### src/rtl/hwacc_region_pmu.sv
// rtl/hwacc_region_pmu.sv - per-region clock gating FSMs with wake/grant handshake
// and lossless per-line event merging into saturating pending counters.
module hwacc_region_pmu #(
    parameter int NB_CORES    = 2,
    parameter int NB_HWACC    = 3,
    parameter int IDLE_CYCLES = 16,
    parameter int WAKE_CYCLES = 2,
    parameter int EVT_CNT_W   = 3
) (
    input  logic                           clk,
    input  logic                           rst,
    input  logic                           test_mode,
    input  logic [NB_HWACC-1:0]            region_busy_i,
    input  logic [NB_HWACC*NB_CORES*2-1:0] region_evt_i,
    input  logic [NB_HWACC-1:0]            cfg_req_i,
    output logic [NB_HWACC-1:0]            cfg_gnt_o,
    output logic [NB_HWACC-1:0]            region_clk_en_o,
    output logic [NB_CORES*2-1:0]          evt_o,
    output logic [NB_CORES*2-1:0]          evt_ovf_o,
    input  logic                           evt_ovf_clr_i,
    output logic                           busy_o
);

    localparam int E      = NB_CORES * 2;
    localparam int WAKE_W = (WAKE_CYCLES > 1) ? $clog2(WAKE_CYCLES) : 1;
    localparam int IDLE_W = (IDLE_CYCLES > 1) ? $clog2(IDLE_CYCLES) : 1;
    localparam int CW     = EVT_CNT_W + 2;

    localparam logic [WAKE_W-1:0] WAKE_LAST = WAKE_W'(WAKE_CYCLES - 1);
    localparam logic [IDLE_W-1:0] IDLE_LAST = IDLE_W'(IDLE_CYCLES - 1);
    localparam logic [CW-1:0]     PEND_MAX  = CW'((1 << EVT_CNT_W) - 1);

    typedef enum logic [1:0] {
        GATED = 2'd0,
        WAKE  = 2'd1,
        RUN   = 2'd2
    } state_e;

    state_e                state_q    [NB_HWACC];
    state_e                state_d    [NB_HWACC];
    logic [WAKE_W-1:0]     wake_cnt_q [NB_HWACC];
    logic [WAKE_W-1:0]     wake_cnt_d [NB_HWACC];
    logic [IDLE_W-1:0]     idle_cnt_q [NB_HWACC];
    logic [IDLE_W-1:0]     idle_cnt_d [NB_HWACC];
    logic [EVT_CNT_W-1:0]  pend_q     [E];
    logic [EVT_CNT_W-1:0]  pend_d     [E];
    logic [CW-1:0]         inc        [E];
    logic [CW-1:0]         nxt        [E];
    logic [E-1:0]          ovf_q, ovf_d;
    logic                  busy_q, busy_d;
    logic                  any_wake;
    logic                  any_pend_d;

    always_comb begin
        for (int r = 0; r < NB_HWACC; r++) begin
            state_d[r]    = state_q[r];
            wake_cnt_d[r] = wake_cnt_q[r];
            idle_cnt_d[r] = idle_cnt_q[r];
            case (state_q[r])
                GATED: begin
                    if (cfg_req_i[r] || region_busy_i[r]) begin
                        state_d[r]    = WAKE;
                        wake_cnt_d[r] = '0;
                    end
                end
                WAKE: begin
                    if (wake_cnt_q[r] == WAKE_LAST) begin
                        state_d[r]    = RUN;
                        idle_cnt_d[r] = '0;
                    end else begin
                        wake_cnt_d[r] = wake_cnt_q[r] + 1'b1;
                    end
                end
                RUN: begin
                    if (cfg_req_i[r] || region_busy_i[r]) begin
                        idle_cnt_d[r] = '0;
                    end else if (idle_cnt_q[r] == IDLE_LAST) begin
                        state_d[r] = GATED;
                    end else begin
                        idle_cnt_d[r] = idle_cnt_q[r] + 1'b1;
                    end
                end
                default: state_d[r] = GATED;
            endcase
            // DFT parks every region in RUN so it resumes with a full idle countdown.
            if (test_mode) begin
                state_d[r]    = RUN;
                idle_cnt_d[r] = '0;
            end
        end
    end

    always_comb begin
        any_wake = 1'b0;
        for (int r = 0; r < NB_HWACC; r++) begin
            region_clk_en_o[r] = test_mode || (state_q[r] != GATED);
            cfg_gnt_o[r]       = cfg_req_i[r] && (test_mode || (state_q[r] == RUN));
            if (state_q[r] == WAKE) any_wake = 1'b1;
        end
    end

    always_comb begin
        ovf_d      = ovf_q & ~{E{evt_ovf_clr_i}};
        any_pend_d = 1'b0;
        for (int e = 0; e < E; e++) begin
            inc[e] = '0;
            for (int r = 0; r < NB_HWACC; r++) begin
                inc[e] = inc[e] + CW'(region_evt_i[r*E+e]);
            end
            nxt[e] = CW'(pend_q[e]) + inc[e] - CW'(pend_q[e] != '0);
            // Saturate rather than wrap; the sticky flag records the loss.
            if (nxt[e] > PEND_MAX) begin
                pend_d[e] = EVT_CNT_W'(PEND_MAX);
                ovf_d[e]  = 1'b1;
            end else begin
                pend_d[e] = nxt[e][EVT_CNT_W-1:0];
            end
            if (pend_d[e] != '0) any_pend_d = 1'b1;
        end
        busy_d = (|region_busy_i) || any_wake || any_pend_d;
    end

    always_ff @(posedge clk or posedge rst) begin
        if (rst) begin
            for (int r = 0; r < NB_HWACC; r++) begin
                state_q[r]    <= GATED;
                wake_cnt_q[r] <= '0;
                idle_cnt_q[r] <= '0;
            end
            for (int e = 0; e < E; e++) begin
                pend_q[e] <= '0;
            end
            ovf_q  <= '0;
            busy_q <= 1'b0;
        end else begin
            for (int r = 0; r < NB_HWACC; r++) begin
                state_q[r]    <= state_d[r];
                wake_cnt_q[r] <= wake_cnt_d[r];
                idle_cnt_q[r] <= idle_cnt_d[r];
            end
            for (int e = 0; e < E; e++) begin
                pend_q[e] <= pend_d[e];
            end
            ovf_q  <= ovf_d;
            busy_q <= busy_d;
        end
    end

    always_comb begin
        for (int e = 0; e < E; e++) begin
            evt_o[e] = (pend_q[e] != '0);
        end
    end

    assign evt_ovf_o = ovf_q;
    assign busy_o    = busy_q;

endmodule

### config.mk
export PLATFORM = sky130hd
export DESIGN_NAME = hwacc_region_pmu
export DESIGN_NICKNAME = d
export VERILOG_FILES = /design/src/rtl/hwacc_region_pmu.sv
export SDC_FILE = /design/constraint.sdc
export NUM_CORES = 1
export LEC_CHECK = 0
export CORE_ASPECT_RATIO = 0.8
export CORE_UTILIZATION = 50
export DETAILED_ROUTE_END_ITERATION = 16
export GPL_TIMING_DRIVEN = 0
export HOLD_SLACK_MARGIN = 0.02
export PLACE_DENSITY = 0.83
export SLEW_MARGIN = 20
export SYNTH_ARGS = -nofsm -noshare
export SYNTH_HDL_FRONTEND = slang
export SYNTH_SLANG_ARGS = --single-unit
### constraint.sdc
create_clock -name clk -period 4.9 [get_ports clk]
set_clock_uncertainty 0.2 [all_clocks]
set_input_delay 1.47 -clock clk [delete_from_list [all_inputs] [get_ports clk]]
set_output_delay 1.47 -clock clk [all_outputs]
set_load 0.1 [all_outputs]
* Yosys cells after proc, flatten, opt, wreduce, memory -nomap -nowiden
Cells that the tools add are included.
** Operators by class
- Equal/unequal tests :: 27
- Add/sub/neg operators :: 22
- Order comparisons :: 4
- Reductions and logical operators :: 44
- Muxes and demuxes :: 57
- Bitwise logic cells :: 2
** Operator list (count)
- two-way mux 4 bit :: 12
- != test 3 bit, second input constant :: 12
- nonzero test 3 bit :: 11
- two-way mux 2 bit :: 15
- case mux 4 bit (2 select lines) :: 3
- greater-than comparator 5 x 3 -> 1 bit, second input constant :: 4
- subtractor 4 x 1 -> 5 bit :: 4
- case mux 2 bit (3 select lines) :: 3
- two-way mux 1 bit :: 17
- adder 3 x 3 -> 4 bit :: 4
- adder 2 x 1 -> 3 bit :: 4
- adder 4 x 1 -> 4 bit, second input constant :: 3
- equality test 4 bit, second input constant :: 3
- two-way mux 3 bit :: 4
- != test 4 bit, second input constant :: 3
- AND reduction 4 bit :: 3
- nonzero test 2 bit :: 6
- logical OR 1 bit :: 11
- AND reduction 3 bit :: 3
- adder 1 x 1 -> 2 bit :: 4
- equality test 2 x 1 -> 1 bit, second input constant :: 3
- equality test 2 bit, second input constant :: 3
- zero test 2 bit :: 3
- != test 2 bit, second input constant :: 3
- other kinds (7) :: 15
** Storage, ports and cells
- Register bits :: 38
- Output and inout bits :: 15
- Logic and storage cells :: 171

* Depth between registers and ports, before layout
- Depth in word-level cells :: 12
- Mapped depth :: 13
- Gate-level depth less buffers :: 13

* Least setup slack after synthesis
No wires, ideal clock.
- Path type :: input-to-output
- From :: input test_mode
- To :: output cfg_gnt_o[0]
- Arrival :: 3.687 ns
- Path slack :: -0.457 ns
- Cell stages on the path :: 2
- Data required time :: 3.230 ns
- Path through :: inv_1 > a21boi_0
** On the way
- Word-level cells in the longest chain between the ends :: 2
** Ends and longest elaborated chain
- start: declaration :: RTL line 12 : input logic test_mode,
- logical OR 1 bit :: RTL line 97 : cfg_gnt_o[r] = cfg_req_i[r] && (test_mode || (state_q[r] == RUN));
- logical AND 1 bit :: RTL line 97
- end: declaration :: RTL line 16 : output logic [NB_HWACC-1:0] cfg_gnt_o,
Every way passes these cells.

==> out/results.ini <==
[placement]
place_ws_ns=-0.4051
port_buffers=36
dpl.cell_count=382
dp_hpwl_um=4125
gp_congestion=0.8002

[clocking]
cts_buffer_depth=2
clk_latency_ns=0.29
clockRootBuffer=clkbuf_8
htreeDepth=2
cts_tree=yes
post_cts_buffers=0
clock-sinks=38
cts_made_buffers=5
clk_pin_slew_ns=0.07

[drt]
drt_drc_violations_left=0
routedWlPerCell_um=13.07
routed-via-count=2083
met1_length_um=2375
highest_layer=met4
firstDrtPassIters=4
antenna_left=0
first_iter_violations=77
via_per_inst=5.355
route.met3.wl_um=127
routed_wl_um=5086
met2_wirelength_um=2469

[sta]
maxSlewHeadroom_pct=33.38
setup_violations=0
fin_crit_sh_pct=97.91
fmaxAchievable_mhz=208.4
slew_viol_final=0
fin_tns_setup_ns=0
setup_ws_ns=0.1023
tightest_slew_ns=0.9962
finalCriticalPeriod_ns=4.798
finalHoldViolCount=0

[finish]
nets=388
final_common_cell=inv_1
n_antenna_cell=0
layout.cells.non_filler=389
register_area_um2=950.9
drive_gt1_share_pct=7.339
area_growth_pct=21.02
multi_input_area_um2=1504
utilization_pct=63.38
final_cell_mix=inv_1, dfrtp_1, ha_1, clkdlybuf4s50_1, nand2_1
fillerInstances=416

[critical_path]
worst-endpoint-required_ns=4.86
crit_type=input pin to register
cp-start-kind=input pin
cp.arrival_ns=4.75
r2r_end=busy_o
reg2reg_from=pend_q[5]
rrSetupSlack_ns=1.13
worst-path-max-fanout=2
rr_worst_depth=12
critPathCaptureType=register

[run_status]
status=complete, no violations

[flow_run]
drv_cap=0

[synthesis]
synth-seq-cells=38
syn_area_per_cell_um2=9.320
synthFlopType=dfrtp_1
ys_types=45
syn_inst=283
ys_async_sr_fraction_pct=100.0
ys.warnings.count=0
synth-edff-count=0
synth_nets=344
yosysSeqAreaShare_pct=36.05
syn_area_um2=2638

[die]
boundaryPins=37
core_um2=5036
initial_utilization_pct=52.37
rows=23
dieArea_um2=5571
chipHeight_um=66.96
die-width_um=83.20

[grt]
grt_pass1_vias=2058
track_usage_pct=19.76
overflow=0
grt_pass1_wl_um=8742
antenna_found_initial=0
grt_start_max_net_pins=35

[worst_hold_path]
worstHoldStart=idle_cnt_q[11]
holdPathEnd=idle_cnt_q[11]
holdPathStages=1
min_path_type=register to register

[power_and_ir_drop]
vdd_ir_drop_max_uv=271.9
p_leak_nw=1.568
p_per_area_nw_per_um2=503.3

kinds of logic after synthesis:
logic type	synth area share (%)
compound gates	13.47
xor+xnor	3.321
fa+ha+maj	20.78
buf+inv	7.400
flops	36.05
mux	0.7590
simple gates	18.22
cell type report:
cell class	count	share of cell area (%)
clock buffer	5	2.156
inverter	51	5.998
timing repair buffer	37	12.07
sequential	38	29.79
multi-input combinational	193	47.12
tap	62	2.430
buffer	1	0.1176
clock inverter	2	0.3136
through the flow:
step	instance area (µm²)	power (mW)	hold slack [ns]
after floorplan	2638	1.155	0.2452
after global placement	3075	1.335	0.2710
after detailed placement	3095	1.389	0.2854
after CTS	3179	1.607	0.2963
after global routing	3192	1.746	0.3106
final	3192	1.606	0.2934
synth_stat cells (all sizes together) (7+ instances only):
| library cell | n | share of area (%) |
|---|---|---|
| a21o | 7 | 2.0 |
| dfrtp | 38 | 36 |
| ha | 31 | 15 |
| a21oi | 9 | 1.9 |
| inv | 51 | 7.3 |
| o21ai | 17 | 3.2 |
| nand2 | 17 | 2.4 |
| nor2 | 13 | 1.9 |
| nand2b | 14 | 3.3 |
| fa | 8 | 6.1 |
| nand3 | 12 | 2.5 |
| xnor2 | 7 | 2.3 |
| nor3 | 7 | 1.3 |
power by group:
group	internal [mW]	switching (mW)	leakage, nW	total (mW)
clock network	0.0954	0.105	0.0438	0.200
logic	0.398	0.600	1.08	0.999
registers	0.378	0.0290	0.442	0.407
worst max-delay path, cell delays in order:
cell	delay, ns
clkdlybuf4s50_1	0.45
inv_1	0.04
ha_1	0.30
fa_1	0.49
inv_1	0.04
ha_2	0.18
fa_2	0.38
a21o_1	0.19
nand2_1	0.06
a21oi_1	0.08
or4_4	0.54
or4_4	0.52
sequential cells by signal (all words and copies together), names as in the netlist:
register    flops
evt_ovf_o       4
pend_q         12
idle_cnt_q     12
busy_o          1
state_q         6
wake_cnt_q      3
how the worst max path moves through the flow:
stage / start / to / slack, ns / depth (start not counted)
after floorplan: test_mode / cfg_gnt_o[0] / -0.46 / 2
after global placement: test_mode / region_clk_en_o[2] / -0.41 / 4
after detailed placement: test_mode / region_clk_en_o[2] / -0.41 / 4
after CTS: region_evt_i[5] / busy_o / 0.04 / 12
after global routing: region_evt_i[5] / busy_o / -0.002 / 12
final: region_evt_i[6] / busy_o / 0.10 / 12
layer usage:
layer	up-vias	track usage [%]
met5	-	0
met4	0	6.250
met3	13	2.974
met2	31	35.35
met1	986	24.88
li1	1053	-
what timing repair did:
action | 4_1_cts | 5_1_grt
hold buffers | 0 | 0
setup endpoints to repair | 7 | 3
endpoints found under the hold margin | 0 | 0
pin swaps | 0 | 2
resized for setup | 15 | 5
(Power assumes the default switching activity.)
